## config.mk

```make
export PLATFORM = sky130hd
export DESIGN_NAME = ysyx_22041461_id_scoreboard_flat
export DESIGN_NICKNAME = d
export VERILOG_FILES = /design/src/rtl/ysyx_22041461_id_scoreboard_if.sv /design/src/rtl/ysyx_22041461_id_scoreboard.sv /design/src/flat_wrapper.sv
export SDC_FILE = /design/constraint.sdc
export NUM_CORES = 1
export LEC_CHECK = 0
export CAP_MARGIN = 20
export CELL_PAD_IN_SITES_DETAIL_PLACEMENT = 1
export CELL_PAD_IN_SITES_GLOBAL_PLACEMENT = 2
export CORE_MARGIN = 2
export CORE_UTILIZATION = 30
export CTS_BUF_LIST = sky130_fd_sc_hd__clkbuf_16
export DETAILED_ROUTE_END_ITERATION = 16
export GPL_ROUTABILITY_DRIVEN = 1
export PLACE_DENSITY = 0.87
export SLEW_MARGIN = 20
export SYNTH_ARGS = -nofsm -noshare
export SYNTH_HDL_FRONTEND = slang
export SYNTH_SLANG_ARGS = --single-unit
```

## constraint.sdc

```tcl
create_clock -name clk -period 10.5 [get_ports clk]
set_input_delay 3.15 -clock clk [delete_from_list [all_inputs] [get_ports clk]]
set_output_delay 3.15 -clock clk [all_outputs]
set_load 0.01 [all_outputs]
```

## src/rtl/ysyx_22041461_id_scoreboard_if.sv

```systemverilog
// ID/WB/EXE signal bundle for the operand-read scoreboard.
// The slave modport is the scoreboard side. The master modport is the pipeline side.
interface ysyx_22041461_id_scoreboard_if;
    logic        id_valid;
    logic        id_ready;
    logic [4:0]  id_rs1;
    logic [4:0]  id_rs2;
    logic        id_rs1_en;
    logic        id_rs2_en;
    logic [4:0]  id_rd;
    logic        id_rd_we;
    logic        id_csr_rd;
    logic        id_csr_we;
    logic [4:0]  rf_rs1;
    logic [4:0]  rf_rs2;
    logic [63:0] rf_rs1_data;
    logic [63:0] rf_rs2_data;
    logic        wb_valid;
    logic [4:0]  wb_rd;
    logic        wb_we;
    logic        wb_csr_we;
    logic [63:0] wb_data;
    logic        wb_commit;
    logic        ex_valid;
    logic        ex_ready;
    logic [63:0] ex_rs1_data;
    logic [63:0] ex_rs2_data;
    logic [4:0]  ex_rd;
    logic        ex_rd_we;

    modport slave (
        input  id_valid, id_rs1, id_rs2, id_rs1_en, id_rs2_en, id_rd, id_rd_we,
               id_csr_rd, id_csr_we, rf_rs1_data, rf_rs2_data,
               wb_valid, wb_rd, wb_we, wb_csr_we, wb_data, wb_commit, ex_ready,
        output id_ready, rf_rs1, rf_rs2, ex_valid, ex_rs1_data, ex_rs2_data,
               ex_rd, ex_rd_we
    );

    modport master (
        output id_valid, id_rs1, id_rs2, id_rs1_en, id_rs2_en, id_rd, id_rd_we,
               id_csr_rd, id_csr_we, rf_rs1_data, rf_rs2_data,
               wb_valid, wb_rd, wb_we, wb_csr_we, wb_data, wb_commit, ex_ready,
        input  id_ready, rf_rs1, rf_rs2, ex_valid, ex_rs1_data, ex_rs2_data,
               ex_rd, ex_rd_we
    );
endinterface

```

## src/rtl/ysyx_22041461_id_scoreboard.sv

```systemverilog
// ID-stage scoreboard. It counts pending GPR/CSR writes, reads operands and bypasses
// committed writeback data. Operands reach EXE through a registered valid/ready stage.
module ysyx_22041461_id_scoreboard #(
    parameter int unsigned CNT_W = 2
) (
    input logic                          clk,
    input logic                          flush,
    ysyx_22041461_id_scoreboard_if.slave io
);
    localparam logic [CNT_W-1:0] CNT_MAX = '1;
    localparam logic [CNT_W-1:0] CNT_ONE = CNT_W'(1);

    logic [1:0]       r_rst_sync;
    logic             w_rst_n;
    logic [CNT_W-1:0] r_gpr_cnt [1:31];
    logic [CNT_W-1:0] w_gpr_cnt [0:31];
    logic [CNT_W-1:0] r_csr_cnt;
    logic             r_ex_valid;
    logic [63:0]      r_ex_rs1_data;
    logic [63:0]      r_ex_rs2_data;
    logic [4:0]       r_ex_rd;
    logic             r_ex_rd_we;

    logic             w_rs1_busy, w_rs2_busy, w_rs1_byp, w_rs2_byp;
    logic             w_hazard, w_ready, w_fire;
    logic [63:0]      w_rs1_op, w_rs2_op;
    logic [31:0]      w_inc, w_dec;
    logic             w_csr_inc, w_csr_dec;
    logic             w_wb_fwd;

    // Reset asserts asynchronously but releases only after two clock edges.
    always_ff @(posedge clk or negedge flush) begin
        if (!flush) r_rst_sync <= '0;
        else        r_rst_sync <= {r_rst_sync[0], 1'b1};
    end
    assign w_rst_n = r_rst_sync[1];

    // Entry 0 reads as zero, so x0 is never busy.
    always_comb begin
        w_gpr_cnt[0] = '0;
        for (int unsigned i = 1; i < 32; i++) w_gpr_cnt[i] = r_gpr_cnt[i];
    end

    assign w_wb_fwd   = io.wb_valid & io.wb_commit & io.wb_we;
    assign w_rs1_busy = io.id_rs1_en & (io.id_rs1 != 5'd0) & (w_gpr_cnt[io.id_rs1] != '0);
    assign w_rs2_busy = io.id_rs2_en & (io.id_rs2 != 5'd0) & (w_gpr_cnt[io.id_rs2] != '0);
    assign w_rs1_byp  = w_wb_fwd & (io.wb_rd == io.id_rs1) & (w_gpr_cnt[io.id_rs1] == CNT_ONE);
    assign w_rs2_byp  = w_wb_fwd & (io.wb_rd == io.id_rs2) & (w_gpr_cnt[io.id_rs2] == CNT_ONE);

    assign w_rs1_op = (io.id_rs1 == 5'd0) ? '0 : (w_rs1_byp ? io.wb_data : io.rf_rs1_data);
    assign w_rs2_op = (io.id_rs2 == 5'd0) ? '0 : (w_rs2_byp ? io.wb_data : io.rf_rs2_data);

    assign w_hazard = (w_rs1_busy & ~w_rs1_byp) | (w_rs2_busy & ~w_rs2_byp)
                    | (io.id_csr_rd & (r_csr_cnt != '0))
                    | (io.id_rd_we & (io.id_rd != 5'd0) & (w_gpr_cnt[io.id_rd] == CNT_MAX))
                    | (io.id_csr_we & (r_csr_cnt == CNT_MAX));
    assign w_ready  = w_rst_n & ~w_hazard & (~r_ex_valid | io.ex_ready);
    assign w_fire   = io.id_valid & w_ready;

    always_comb begin
        w_inc = '0;
        w_dec = '0;
        for (int unsigned i = 1; i < 32; i++) begin
            w_inc[i] = w_fire & io.id_rd_we & (io.id_rd == 5'(i));
            w_dec[i] = io.wb_valid & io.wb_we & (io.wb_rd == 5'(i)) & (r_gpr_cnt[i] != '0);
        end
    end
    assign w_csr_inc = w_fire & io.id_csr_we;
    assign w_csr_dec = io.wb_valid & io.wb_csr_we & (r_csr_cnt != '0);

    always_ff @(posedge clk or negedge w_rst_n) begin
        if (!w_rst_n) begin
            for (int unsigned i = 1; i < 32; i++) r_gpr_cnt[i] <= '0;
            r_csr_cnt <= '0;
        end else begin
            for (int unsigned i = 1; i < 32; i++) begin
                if (w_inc[i] && !w_dec[i])      r_gpr_cnt[i] <= r_gpr_cnt[i] + CNT_ONE;
                else if (!w_inc[i] && w_dec[i]) r_gpr_cnt[i] <= r_gpr_cnt[i] - CNT_ONE;
            end
            if (w_csr_inc && !w_csr_dec)      r_csr_cnt <= r_csr_cnt + CNT_ONE;
            else if (!w_csr_inc && w_csr_dec) r_csr_cnt <= r_csr_cnt - CNT_ONE;
        end
    end

    always_ff @(posedge clk or negedge w_rst_n) begin
        if (!w_rst_n) begin
            r_ex_valid    <= 1'b0;
            r_ex_rs1_data <= '0;
            r_ex_rs2_data <= '0;
            r_ex_rd       <= '0;
            r_ex_rd_we    <= 1'b0;
        end else if (w_fire) begin
            r_ex_valid    <= 1'b1;
            r_ex_rs1_data <= w_rs1_op;
            r_ex_rs2_data <= w_rs2_op;
            r_ex_rd       <= io.id_rd;
            r_ex_rd_we    <= io.id_rd_we;
        end else if (io.ex_ready) begin
            r_ex_valid    <= 1'b0;
        end
    end

    assign io.id_ready    = w_ready;
    assign io.rf_rs1      = io.id_rs1;
    assign io.rf_rs2      = io.id_rs2;
    assign io.ex_valid    = r_ex_valid;
    assign io.ex_rs1_data = r_ex_rs1_data;
    assign io.ex_rs2_data = r_ex_rs2_data;
    assign io.ex_rd       = r_ex_rd;
    assign io.ex_rd_we    = r_ex_rd_we;
endmodule
```

## src/flat_wrapper.sv

```systemverilog
// flat-port wrapper written by rule: the top's interface ports become plain ports
module ysyx_22041461_id_scoreboard_flat 
#(
    parameter int unsigned CNT_W = 2
)
  (clk, flush, io_id_valid, io_id_rs1, io_id_rs2, io_id_rs1_en, io_id_rs2_en, io_id_rd, io_id_rd_we, io_id_csr_rd, io_id_csr_we, io_rf_rs1_data, io_rf_rs2_data, io_wb_valid, io_wb_rd, io_wb_we, io_wb_csr_we, io_wb_data, io_wb_commit, io_ex_ready, io_id_ready, io_rf_rs1, io_rf_rs2, io_ex_valid, io_ex_rs1_data, io_ex_rs2_data, io_ex_rd, io_ex_rd_we);
  ysyx_22041461_id_scoreboard_if io_i ();
  input logic clk;
  input logic flush;
  input wire logic [$bits(io_i.id_valid)-1:0] io_id_valid;
  input wire logic [$bits(io_i.id_rs1)-1:0] io_id_rs1;
  input wire logic [$bits(io_i.id_rs2)-1:0] io_id_rs2;
  input wire logic [$bits(io_i.id_rs1_en)-1:0] io_id_rs1_en;
  input wire logic [$bits(io_i.id_rs2_en)-1:0] io_id_rs2_en;
  input wire logic [$bits(io_i.id_rd)-1:0] io_id_rd;
  input wire logic [$bits(io_i.id_rd_we)-1:0] io_id_rd_we;
  input wire logic [$bits(io_i.id_csr_rd)-1:0] io_id_csr_rd;
  input wire logic [$bits(io_i.id_csr_we)-1:0] io_id_csr_we;
  input wire logic [$bits(io_i.rf_rs1_data)-1:0] io_rf_rs1_data;
  input wire logic [$bits(io_i.rf_rs2_data)-1:0] io_rf_rs2_data;
  input wire logic [$bits(io_i.wb_valid)-1:0] io_wb_valid;
  input wire logic [$bits(io_i.wb_rd)-1:0] io_wb_rd;
  input wire logic [$bits(io_i.wb_we)-1:0] io_wb_we;
  input wire logic [$bits(io_i.wb_csr_we)-1:0] io_wb_csr_we;
  input wire logic [$bits(io_i.wb_data)-1:0] io_wb_data;
  input wire logic [$bits(io_i.wb_commit)-1:0] io_wb_commit;
  input wire logic [$bits(io_i.ex_ready)-1:0] io_ex_ready;
  output wire logic [$bits(io_i.id_ready)-1:0] io_id_ready;
  output wire logic [$bits(io_i.rf_rs1)-1:0] io_rf_rs1;
  output wire logic [$bits(io_i.rf_rs2)-1:0] io_rf_rs2;
  output wire logic [$bits(io_i.ex_valid)-1:0] io_ex_valid;
  output wire logic [$bits(io_i.ex_rs1_data)-1:0] io_ex_rs1_data;
  output wire logic [$bits(io_i.ex_rs2_data)-1:0] io_ex_rs2_data;
  output wire logic [$bits(io_i.ex_rd)-1:0] io_ex_rd;
  output wire logic [$bits(io_i.ex_rd_we)-1:0] io_ex_rd_we;
  assign io_i.id_valid = io_id_valid;
  assign io_i.id_rs1 = io_id_rs1;
  assign io_i.id_rs2 = io_id_rs2;
  assign io_i.id_rs1_en = io_id_rs1_en;
  assign io_i.id_rs2_en = io_id_rs2_en;
  assign io_i.id_rd = io_id_rd;
  assign io_i.id_rd_we = io_id_rd_we;
  assign io_i.id_csr_rd = io_id_csr_rd;
  assign io_i.id_csr_we = io_id_csr_we;
  assign io_i.rf_rs1_data = io_rf_rs1_data;
  assign io_i.rf_rs2_data = io_rf_rs2_data;
  assign io_i.wb_valid = io_wb_valid;
  assign io_i.wb_rd = io_wb_rd;
  assign io_i.wb_we = io_wb_we;
  assign io_i.wb_csr_we = io_wb_csr_we;
  assign io_i.wb_data = io_wb_data;
  assign io_i.wb_commit = io_wb_commit;
  assign io_i.ex_ready = io_ex_ready;
  assign io_id_ready = io_i.id_ready;
  assign io_rf_rs1 = io_i.rf_rs1;
  assign io_rf_rs2 = io_i.rf_rs2;
  assign io_ex_valid = io_i.ex_valid;
  assign io_ex_rs1_data = io_i.ex_rs1_data;
  assign io_ex_rs2_data = io_i.ex_rs2_data;
  assign io_ex_rd = io_i.ex_rd;
  assign io_ex_rd_we = io_i.ex_rd_we;
  ysyx_22041461_id_scoreboard #(.CNT_W(CNT_W)) u_core (.clk(clk), .flush(flush), .io(io_i));
endmodule
```

==> reports/metrics.yaml, run 1 <==
synth.area.top_cells: "dfrtp_1 (43%), mux2i_1 (12%), o2bb2ai_1 (9.6%), mux4_2 (6.0%), xor2_1 (5.2%)"
start_kind: "input pin"
syn_avg_cell_area_sq_um: 11.83
core_area_sq_um: 38560
cts_tree: "built"
rows: 72
setup_viol: 0
maxSlewViolCount: 0
antenna_left: 0
leakage_nw: 6.580
grt_overflow: 0
cp_slowest_cell: "clkdlybuf4s50_1"
p_per_area_nw_per_um2: 214.5
cp_max_fo: 12
fmax_ghz: 0.1019
routed_wl_mm: 46.36
whs_ps: 357.9
synth_edf_count: 0
start_util_pct: 30.37
io_buffers: 370
placedCellCount: 1814
post-cts-setup-buffers: 0
tightest_slew_ps: 1017
synthArstFlopShare_pct: 100.0
area_growth_pct: 41.86
utilization_pct: 43.09
die_area_sq_um: 40630
cts_made_buffers: 25
die_h_um: 201.6
synth_area_leader_cell: "dfrtp_1"
clockRootBuffer: "clkbuf_16"
nets: 1580
cap_violations: 0
grt_max_degree: 98
cts.reportedPaths.clkPinSlew_ps: 60
timing.slew.headroom_pct: 31.57
wl_per_cell_um: 24.88
reg2reg_slack_ps: 6060
netlist.area_leader.share_pct: 42.95
period_minus_slack_ps: 9810
synth_common_cells: "dfrtp_1 (201), mux2i_1 (146), o2bb2ai_1 (128), xor2_1 (70), nor2_1 (39)"
pin_count: 371
holdCritPathClass: "flop to flop"
htreeDepth: 1
syn_area_sq_um: 11710
crit_arrival_ps: 6660
finalCritPeriodShare_pct: 93.43
ys_ff_latch: 201
endpoint_kind: "output port"
vias_per_cell: 5.402
postSynthCellCount: 990
first_pass_iters: 5
ctsResizeCount: 0
cp_common_cell: "clkdlybuf4s50_1"
postCtsHoldBufs: 0
drcViolationCount: 0
syn-num-nets: 1247
num-fill-cells: 4165
vias: 10060
gr-usage-all-layers_pct: 22.20
place_hpwl_mm: 33.86
outcome: "finished clean"
stdcell_count: 1863
fp.dieW_um: 201.6
antenna_found_initial: 4
cts_buffer_depth: 3
path_buf_inv: 3
numClockSinks: 201
layout-drive-gt1-share_pct: 7.532
first_iter_violations: 650
first_global_vias: 10640
seq_area_frac_synth_pct: 42.95
worstSetupPathType: "input pin to output port"
ys_warn_count: 0
cp_top_family: "buffers and inverters"
synth_most_common_cell: "dfrtp_1"
grt_pass1_wl_mm: 69.57
fin_tns_setup_ps: 0
hold_viol: 0
path_cells: "clkdlybuf4s50_1 -> buf_4 -> mux2_1 -> a221o_1 -> a31oi_1 -> nor3_1 -> a32oi_2 -> and4_1 -> clkdlybuf4s50_1"
ir_drop_mv: 0.07352
rsz0062_at_grt: "false"
critical_path_required_ps: 7350
critical-path-max-stage-delay_ps: 970
place_congestion: 0.8826
synth_cell_type_count: 53
synth-main-ff-cell: "dfrtp_1"
clkLatencyLatePin_ps: 530
skew_ps: 27.72
report.power.total_mw: 3.563
## logic make-up (layout without fill, tap and decap cells)
kind of cell               Yosys count  count (layout)  synth area share, %
DFF                                201             201                42.95
AOI/OAI and AO/OA                  194             194                14.06
muxes                              192             192                19.88
and+or+nand+nor                    172             172                7.767
xor gates and xnor gates           106             106                7.927
buffers and inverters               92             443                3.964
adders and majority gates           32              32                3.419
other                                1               5              0.03202
## routing by layer
| layer | GRT usage [%] | vias to the layer above | wire length (um) |
|---|---|---|---|
| met4 | 6.092 | 2 | 1255 |
| met5 | 0 | - | 9 |
| li1 | - | 4427 | - |
| met2 | 37.35 | 397 | 22550 |
| met1 | 28.66 | 5164 | 18940 |
| met3 | 5.021 | 74 | 3606 |
## worst reg2reg max path: stages (launching register included)
cell     delay (ps)
dfrtp_1         500
mux4_2          290
nand3_1          80
and4_1          230
nor3_1          400
a32oi_2         250
nand4_1         140
buf_6           560
buf_4           930
nor3_1          220
ha_1            250
xor2_1          140
nor2_1          130
xor2_1          210
## path summary, 6_finish.rpt
check,endpoint,startpoint,cells after the start
setup / recovery,io_id_ready,io_id_rs1[0],9
hold / removal,u_core.r_rst_sync[1],u_core.r_rst_sync[0],0
setup reg to reg,u_core.r_gpr_cnt[27],u_core.r_gpr_cnt[11],13
hold reg to reg,u_core.r_rst_sync[1],u_core.r_rst_sync[0],0
max in group asynchronous,u_core.r_rst_sync[1],flush,1
min in group asynchronous,u_core.io.ex_rs2_data[58],u_core.r_rst_sync[1],0
## state kept, by name, summed over array words and instances, names as in the netlist
register	flops
u_core.io.ex_rs1_data	64
u_core.io.ex_rs2_data	64
u_core.r_gpr_cnt	62
u_core.io.ex_rd	5
u_core.r_csr_cnt	2
u_core.r_rst_sync	2
u_core.io.ex_rd_we	1
u_core.io.ex_valid	1
## metrics by stage
stage | cell area (sq um) | setup WS (ps)
5_1_grt | 16610 | 495.2
2_1_floorplan | 11710 | 1478
3_3_place_gp | 15810 | 721.6
6_report | 16610 | 690.4
3_5_place_dp | 15810 | 659.8
4_1_cts | 16600 | 661.2
## final cells by class
type,instances,area (sq um),share of cell area (%)
Antenna cell,4,10.01,0.06025
Timing Repair Buffer,392,3872,23.31
Sequential cell,201,5034,30.30
Inverter,6,22.52,0.1356
Clock buffer,25,625.6,3.766
Clock inverter,20,165.2,0.9941
Multi-Input combinational cell,697,6236,37.54
Tap cell,518,648.1,3.901
## cell usage in the layout (no fill, tap or decap), types with 21 or more instances in the layout
cell,instances
clkdlybuf4s50_1,370
dfrtp_1,200
mux2i_1,146
o2bb2ai_1,128
xor2_1,70
nor2_1,39
xnor2_1,36
o211ai_1,32
ha_1,32
mux4_2,31
nor3_1,30
clkbuf_16,25
nand3_1,21
buf_4,21
## power by group
part / switching (mW) / total, mW / internal [mW]
Combinational: 0.560 / 1.36 / 0.797
Sequential: 0.268 / 1.35 / 1.08
Clock: 0.353 / 0.856 / 0.503
Note: power is estimated with default switching activity, not from simulation.
==> inputs of run 2 (changes only) <==
Settings changed: CORE_UTILIZATION 30 to 27, PLACE_DENSITY 0.87 to 0.82, RECOVER_POWER from default to 50.
Clock period 10.5 ns to 8.82 ns, I/O delays scaled along.
==> run 2 against run 1 <==
The flow now finishes with violations (capacitance limit, slew limit). Combinational power increased by 14%. Clock power rose by 19%. Power up 17%. Largest power group is now registers. Critical endpoint unchanged. Critical path type unchanged. Via count is essentially flat. Sequential power rose by 20%. Hold slack got worse by 7.7 ps. Die area grew 11%. Sequential share of layout area is 0.38 points lower.
==> reports/metrics.yaml, run 2 (same netlist as run 1, synthesis figures left out) <==
worstSetupPathType: "input pin to output port"
setup_viol: 0  # unchanged
maxSlewViolCount: 205  # +205
start_util_pct: 27.25  # -3.1 points
routed_wl_mm: 48.66  # +5.0%
tightest_slew_ps: 5553  # +4536 ps
cts_made_buffers: 26  # +4.0%
final_area_sq_um: 16810  # +1.2%
cp_slowest_cell: "clkdlybuf4s50_1"
clockRootBuffer: "clkbuf_16"
critical-path-max-stage-delay_ps: 690  # -280 ps
regToRegEndpoint: "u_core.io.ex_rs2_data[58]"
io_buffers: 370  # unchanged
wl_per_cell_um: 25.04  # +0.64%
place_area_sq_um: 16010  # +1.2%
holdCritPathClass: "flop to flop"
gr-usage-all-layers_pct: 21.09  # -1.1 points
cts_buffer_depth: 3  # unchanged
rows: 76  # +5.6%
ctsResizeCount: 0  # unchanged
cp_max_fo: 22  # +10
die_h_um: 212.3  # +5.3%
whs_ps: 350.2  # -7.735 ps
place_congestion: 0.8822  # about the same
post-cts-setup-buffers: 0  # unchanged
outcome: "finished, violations left"
pin_count: 371  # unchanged
report.power.total_mw: 4.183  # +17%
crit_arrival_ps: 5850  # -810 ps
numClockSinks: 201  # unchanged
place_hpwl_mm: 36.11  # +6.7%
setup_ws_ps: 326.6  # -363.8 ps
stdcell_count: 1943  # +4.3%
min_path_cells: 0  # unchanged
vias_per_cell: 5.183  # -4.1%
fin_tns_setup_ps: 0  # unchanged
grt_overflow: 0  # unchanged
finalCritPeriodShare_pct: 96.30
mostFrequentLayoutCell: "clkdlybuf4s50_1"
critical_path_required_ps: 6170  # -1180 ps
die_area_sq_um: 45060  # +11%
period_minus_slack_ps: 8493
num-fill-cells: 4666  # +12%
vias: 10070  # +0.070%
nets: 1591  # +0.70%
cts.reportedPaths.clkPinSlew_ps: 50  # about the same
path_cells: "clkdlybuf4s50_1 -> buf_12 -> mux4_2 -> nor2b_1 -> a211oi_1 -> nor3_1 -> a32oi_2 -> and4_1 -> clkdlybuf4s50_1"
cts_tree: "built"
hold_viol: 0  # unchanged
violations: "capacitance limit, slew limit"
ff2ff_path_depth: 1  # -12
area_growth_pct: 43.54
first_global_vias: 10790  # +1.4%
htreeDepth: 1  # unchanged
first_pass_iters: 5  # unchanged
placedCellCount: 1891  # +4.2%
p_per_area_nw_per_um2: 248.8  # +16%
reg2reg_slack_ps: 1460  # -4600 ps
skew_ps: 19.19  # -8.530 ps
hp-start: "u_core.r_rst_sync[0]"
drcViolationCount: 0  # unchanged
fp.dieW_um: 212.3  # +5.3%
postCtsHoldBufs: 0  # unchanged
clkLatencyLatePin_ps: 540  # about the same
rsz0062_at_grt: "false"
fmax_ghz: 0.1177
layout-drive-gt1-share_pct: 7.988  # +0.46 points
leakage_nw: 6.751  # +2.6%
cap_violations: 3  # +3
core_area_sq_um: 42980  # +11%
first_iter_violations: 620  # -4.6%
cp_common_cell: "clkdlybuf4s50_1"
grt_max_degree: 115  # +17%
start_kind: "input pin"
utilization_pct: 39.11  # -4.0 points
r2r_start: "u_core.r_rst_sync[1]"
hold_end: "u_core.r_rst_sync[1]"
endpoint_kind: "output port"
layout_common_cells: "clkdlybuf4s50_1 (298), dfrtp_1 (201), mux2i_1 (146)"
dp_slack_ps: 334.6  # -325.2 ps
timing.slew.headroom_pct: -270.2  # -300 points
antenna_found_initial: 6  # +2
grt_pass1_wl_mm: 71.31  # +2.5%
ir_drop_mv: 0.1653  # +120%
antenna_left: 0  # unchanged
-- run 2: layer usage --
layer / share of wire [%] / track usage (%)
met5: 0.037 / 0
met4: 2.8 / 6.969
met3: 7.8 / 4.771
met2: 49 / 35.96
met1: 40 / 26.36
-- run 2: area by class of cell --
class | count | area (sq um) | share of cell area, %
clock inverters | 19 | 131.4 | 0.7815
inverters | 6 | 22.52 | 0.1340
repair buffers | 402 | 3968 | 23.60
flip-flops and latches | 201 | 5030 | 29.92
multi-input cells | 697 | 6236 | 37.10
well taps | 585 | 732.0 | 4.354
clock buffers | 27 | 675.6 | 4.019
diodes | 6 | 15.01 | 0.08932
-- run 2: power by group --
group / internal [mW] / leakage [nW] / switching (mW)
Sequential: 1.29 / 2.57 / 0.328
Combinational: 0.892 / 3.76 / 0.653
Clock: 0.604 / 0.420 / 0.415
-- run 2: worst max-delay path by stage --
stage | startpoint | end | slack [ps]
floorplan | u_core.r_rst_sync[1] | io_id_ready | 300
global placement | io_id_rs1[0] | io_id_ready | 340
detailed placement | io_id_rs1[0] | io_id_ready | 330
CTS | io_id_rs1[0] | io_id_ready | 300
global route | io_id_rs1[0] | io_id_ready | 190
finish | io_id_rs1[0] | io_id_ready | 330
-- run 2: worst max-delay path: cells and delay by family --
| kind | cells | cell delay [ps] |
|---|---|---|
| mux | 1 | 530 |
| buf+inv | 3 | 1400 |
| simple gates | 3 | 600 |
| compound gates | 2 | 660 |
==> inputs of run 3 (changes only) <==
Settings changed: CAP_MARGIN 20 to default, CTS_CLUSTER_SIZE from default to 40, MAX_ROUTING_LAYER from default to met4.
==> run 3 against run 2 <==
The flow still finishes with violations (capacitance limit, slew limit). Non-clock buffer count decreased by 1. Final cell count unchanged. Cell area decreased by 0.11%. Combinational power about the same. Routed wire length increased by 0.57%. Worst setup slack got worse by 81 ps. Core utilization about the same. Largest cell class unchanged. Power decreased by 0.55%. Register-to-register slack got worse by 50 ps. Critical path depth unchanged. Maximum frequency decreased by 0.95%. First-iteration DRC count increased by 0.48%.
==> reports/metrics.yaml, run 3 (same netlist as run 1, synthesis figures left out) <==
grt_overflow: 0  # unchanged
io_buffers: 370  # unchanged
grt_max_degree: 115  # unchanged
num-fill-cells: 4691  # +0.54%
hp-start: "u_core.r_rst_sync[0]"
holdCritPathClass: "flop to flop"
p_per_area_nw_per_um2: 247.8  # -0.43%
p_clk_share_pct: 24.0  # -0.4 points
swShare_pct: 33.70  # +0.31 points
wl_per_cell_um: 25.19  # +0.57%
leakage_nw: 6.730  # -0.31%
min_path_cells: 0  # unchanged
rows: 76  # unchanged
ff2ff_path_depth: 1  # unchanged
setup_viol: 0  # unchanged
pin_count: 371  # unchanged
mostFrequentLayoutCell: "clkdlybuf4s50_1"
power_frac_seq_pct: 38.7  # about the same
drcViolationCount: 0  # unchanged
antenna_left: 0  # unchanged
multi_input_area_sq_um: 6236  # unchanged
skew_ps: 17.08  # -2.117 ps
timing.slew.headroom_pct: -270.4  # about the same
htreeDepth: 1  # unchanged
fmax_ghz: 0.1166  # -0.95%
fp.dieW_um: 212.3  # unchanged
outcome: "finished, violations left"
place_congestion: 0.9112  # +3.3%
post-cts-setup-buffers: 0  # unchanged
die_area_sq_um: 45060  # unchanged
period_minus_slack_ps: 8575  # +81.15 ps
routed_wl_mm: 48.94  # +0.57%
power.switching_mw: 1.402  # +0.38%
cts_tree: "built"
endpoint_kind: "output port"
reg2reg_slack_ps: 1410  # -50 ps
r2r_start: "u_core.r_rst_sync[1]"
layout_common_cells: "clkdlybuf4s50_1 (298), dfrtp_1 (201), mux2i_1 (146)"
clkLatencyLatePin_ps: 540  # about the same
first_iter_violations: 623  # +0.48%
gr-usage-all-layers_pct: 21.88  # +0.79 points
first_global_vias: 10740  # -0.45%
cp_max_fo: 11  # -50%
maxSlewViolCount: 205  # unchanged
hold_end: "u_core.r_rst_sync[1]"
start_util_pct: 27.25  # unchanged
critical_path_required_ps: 6170  # about the same
ctsResizeCount: 0  # unchanged
regArea_sq_um: 5030  # unchanged
cap_violations: 3  # unchanged
hold_viol: 0  # unchanged
regToRegEndpoint: "u_core.io.ex_rs2_data[4]"
grt_pass1_wl_mm: 71.90  # +0.82%
nets: 1590  # -0.063%
cts_buffer_depth: 3  # unchanged
cts_made_buffers: 26  # unchanged
postCtsHoldBufs: 0  # unchanged
start_kind: "input pin"
vias_per_cell: 5.167  # -0.31%
internal-power_mw: 2.758  # -1.0%
numClockSinks: 201  # unchanged
die_h_um: 212.3  # unchanged
violations: "capacitance limit, slew limit"
first_pass_iters: 4  # -1
combPwrFrac_pct: 37.3  # +0.4 points
crit_arrival_ps: 5930  # +80 ps
vias: 10040  # -0.31%
fin_tns_setup_ps: 0  # unchanged
area_growth_pct: 43.38
finalCritPeriodShare_pct: 97.22  # +0.92 points
clockRootBuffer: "clkbuf_16"
place_hpwl_mm: 35.92  # -0.55%
core_area_sq_um: 42980  # unchanged
cts.reportedPaths.clkPinSlew_ps: 50  # about the same
antenna_found_initial: 10  # +4
tightest_slew_ps: 5556  # +2.924 ps
report.power.total_mw: 4.160  # -0.55%
layout-drive-gt1-share_pct: 7.864  # -0.12 points
rsz0062_at_grt: "false"
ir_drop_mv: 0.1395  # -16%
worstSetupPathType: "input pin to output port"
==> run 3: cell type report <==
cell class,count,area share [%]
tap,585,4.359
clock buffer,27,4.024
inverter,6,0.1341
multi-input combinational,697,37.14
clock inverter,16,0.5812
sequential,201,29.96
timing repair buffer,401,23.66
antenna,10,0.1490
==> run 3: power by group through the flow <==
stage                     Sequential (mW)  Combinational, mW  Clock, mW
final                                1.61               1.55      0.996
after global routing                 1.66               1.65       1.07
after CTS                            1.62               1.63       1.03
after detailed placement             1.62               1.62          0
after global placement               1.61               1.59          0
after floorplan                      1.69              0.523          0
==> run 3: through the flow <==
stage / setup slack (ps) / cells / util (%) / instance area (sq um) / hold WS (ps)
6_report: 245.4 / 1943 / 39.07 / 16790 / 360.3
5_1_grt: 147.8 / 1943 / 39.07 / 16790 / 375.1
4_1_cts: 272.2 / 1932 / 39.00 / 16760 / 359.7
3_5_place_dp: 279.0 / 1889 / 37.20 / 15990 / 347.0
3_3_place_gp: 327.4 / 1889 / 37.20 / 15990 / 338.3
2_1_floorplan: 302.1 / 990 / - / 11710 / 331.2
==> run 3: critical path: stages <==
cell             delay (ps)
clkdlybuf4s50_1         690
buf_4                   300
or2_1                   230
a221o_1                 270
a31oi_1                 200
nor3_1                  120
a32oi_2                 410
and4_1                  340
clkdlybuf4s50_1         710
==> run 3: worst max-delay path by stage <==
stage                               from                       end  cells after the start
finish                      io_id_rs1[2]               io_id_ready                      9
global route        u_core.r_rst_sync[1]  u_core.io.ex_rs2_data[3]                      1
CTS                         io_id_rs1[2]               io_id_ready                      9
detailed placement          io_id_rs1[2]               io_id_ready                      9
global placement            io_id_rs1[2]               io_id_ready                      8
floorplan           u_core.r_rst_sync[1]               io_id_ready                      3
==> run 3: per-layer routing <==
layer	vias to the layer above	wire length [um]	share of wire [%]	GRT usage [%]
li1	4457	-	-	-
met1	5146	19670	40	26.14
met2	369	24160	49	36.57
met3	68	3810	7.8	5.022
met4	0	1294	2.6	7.041
met5	-	0	0	-
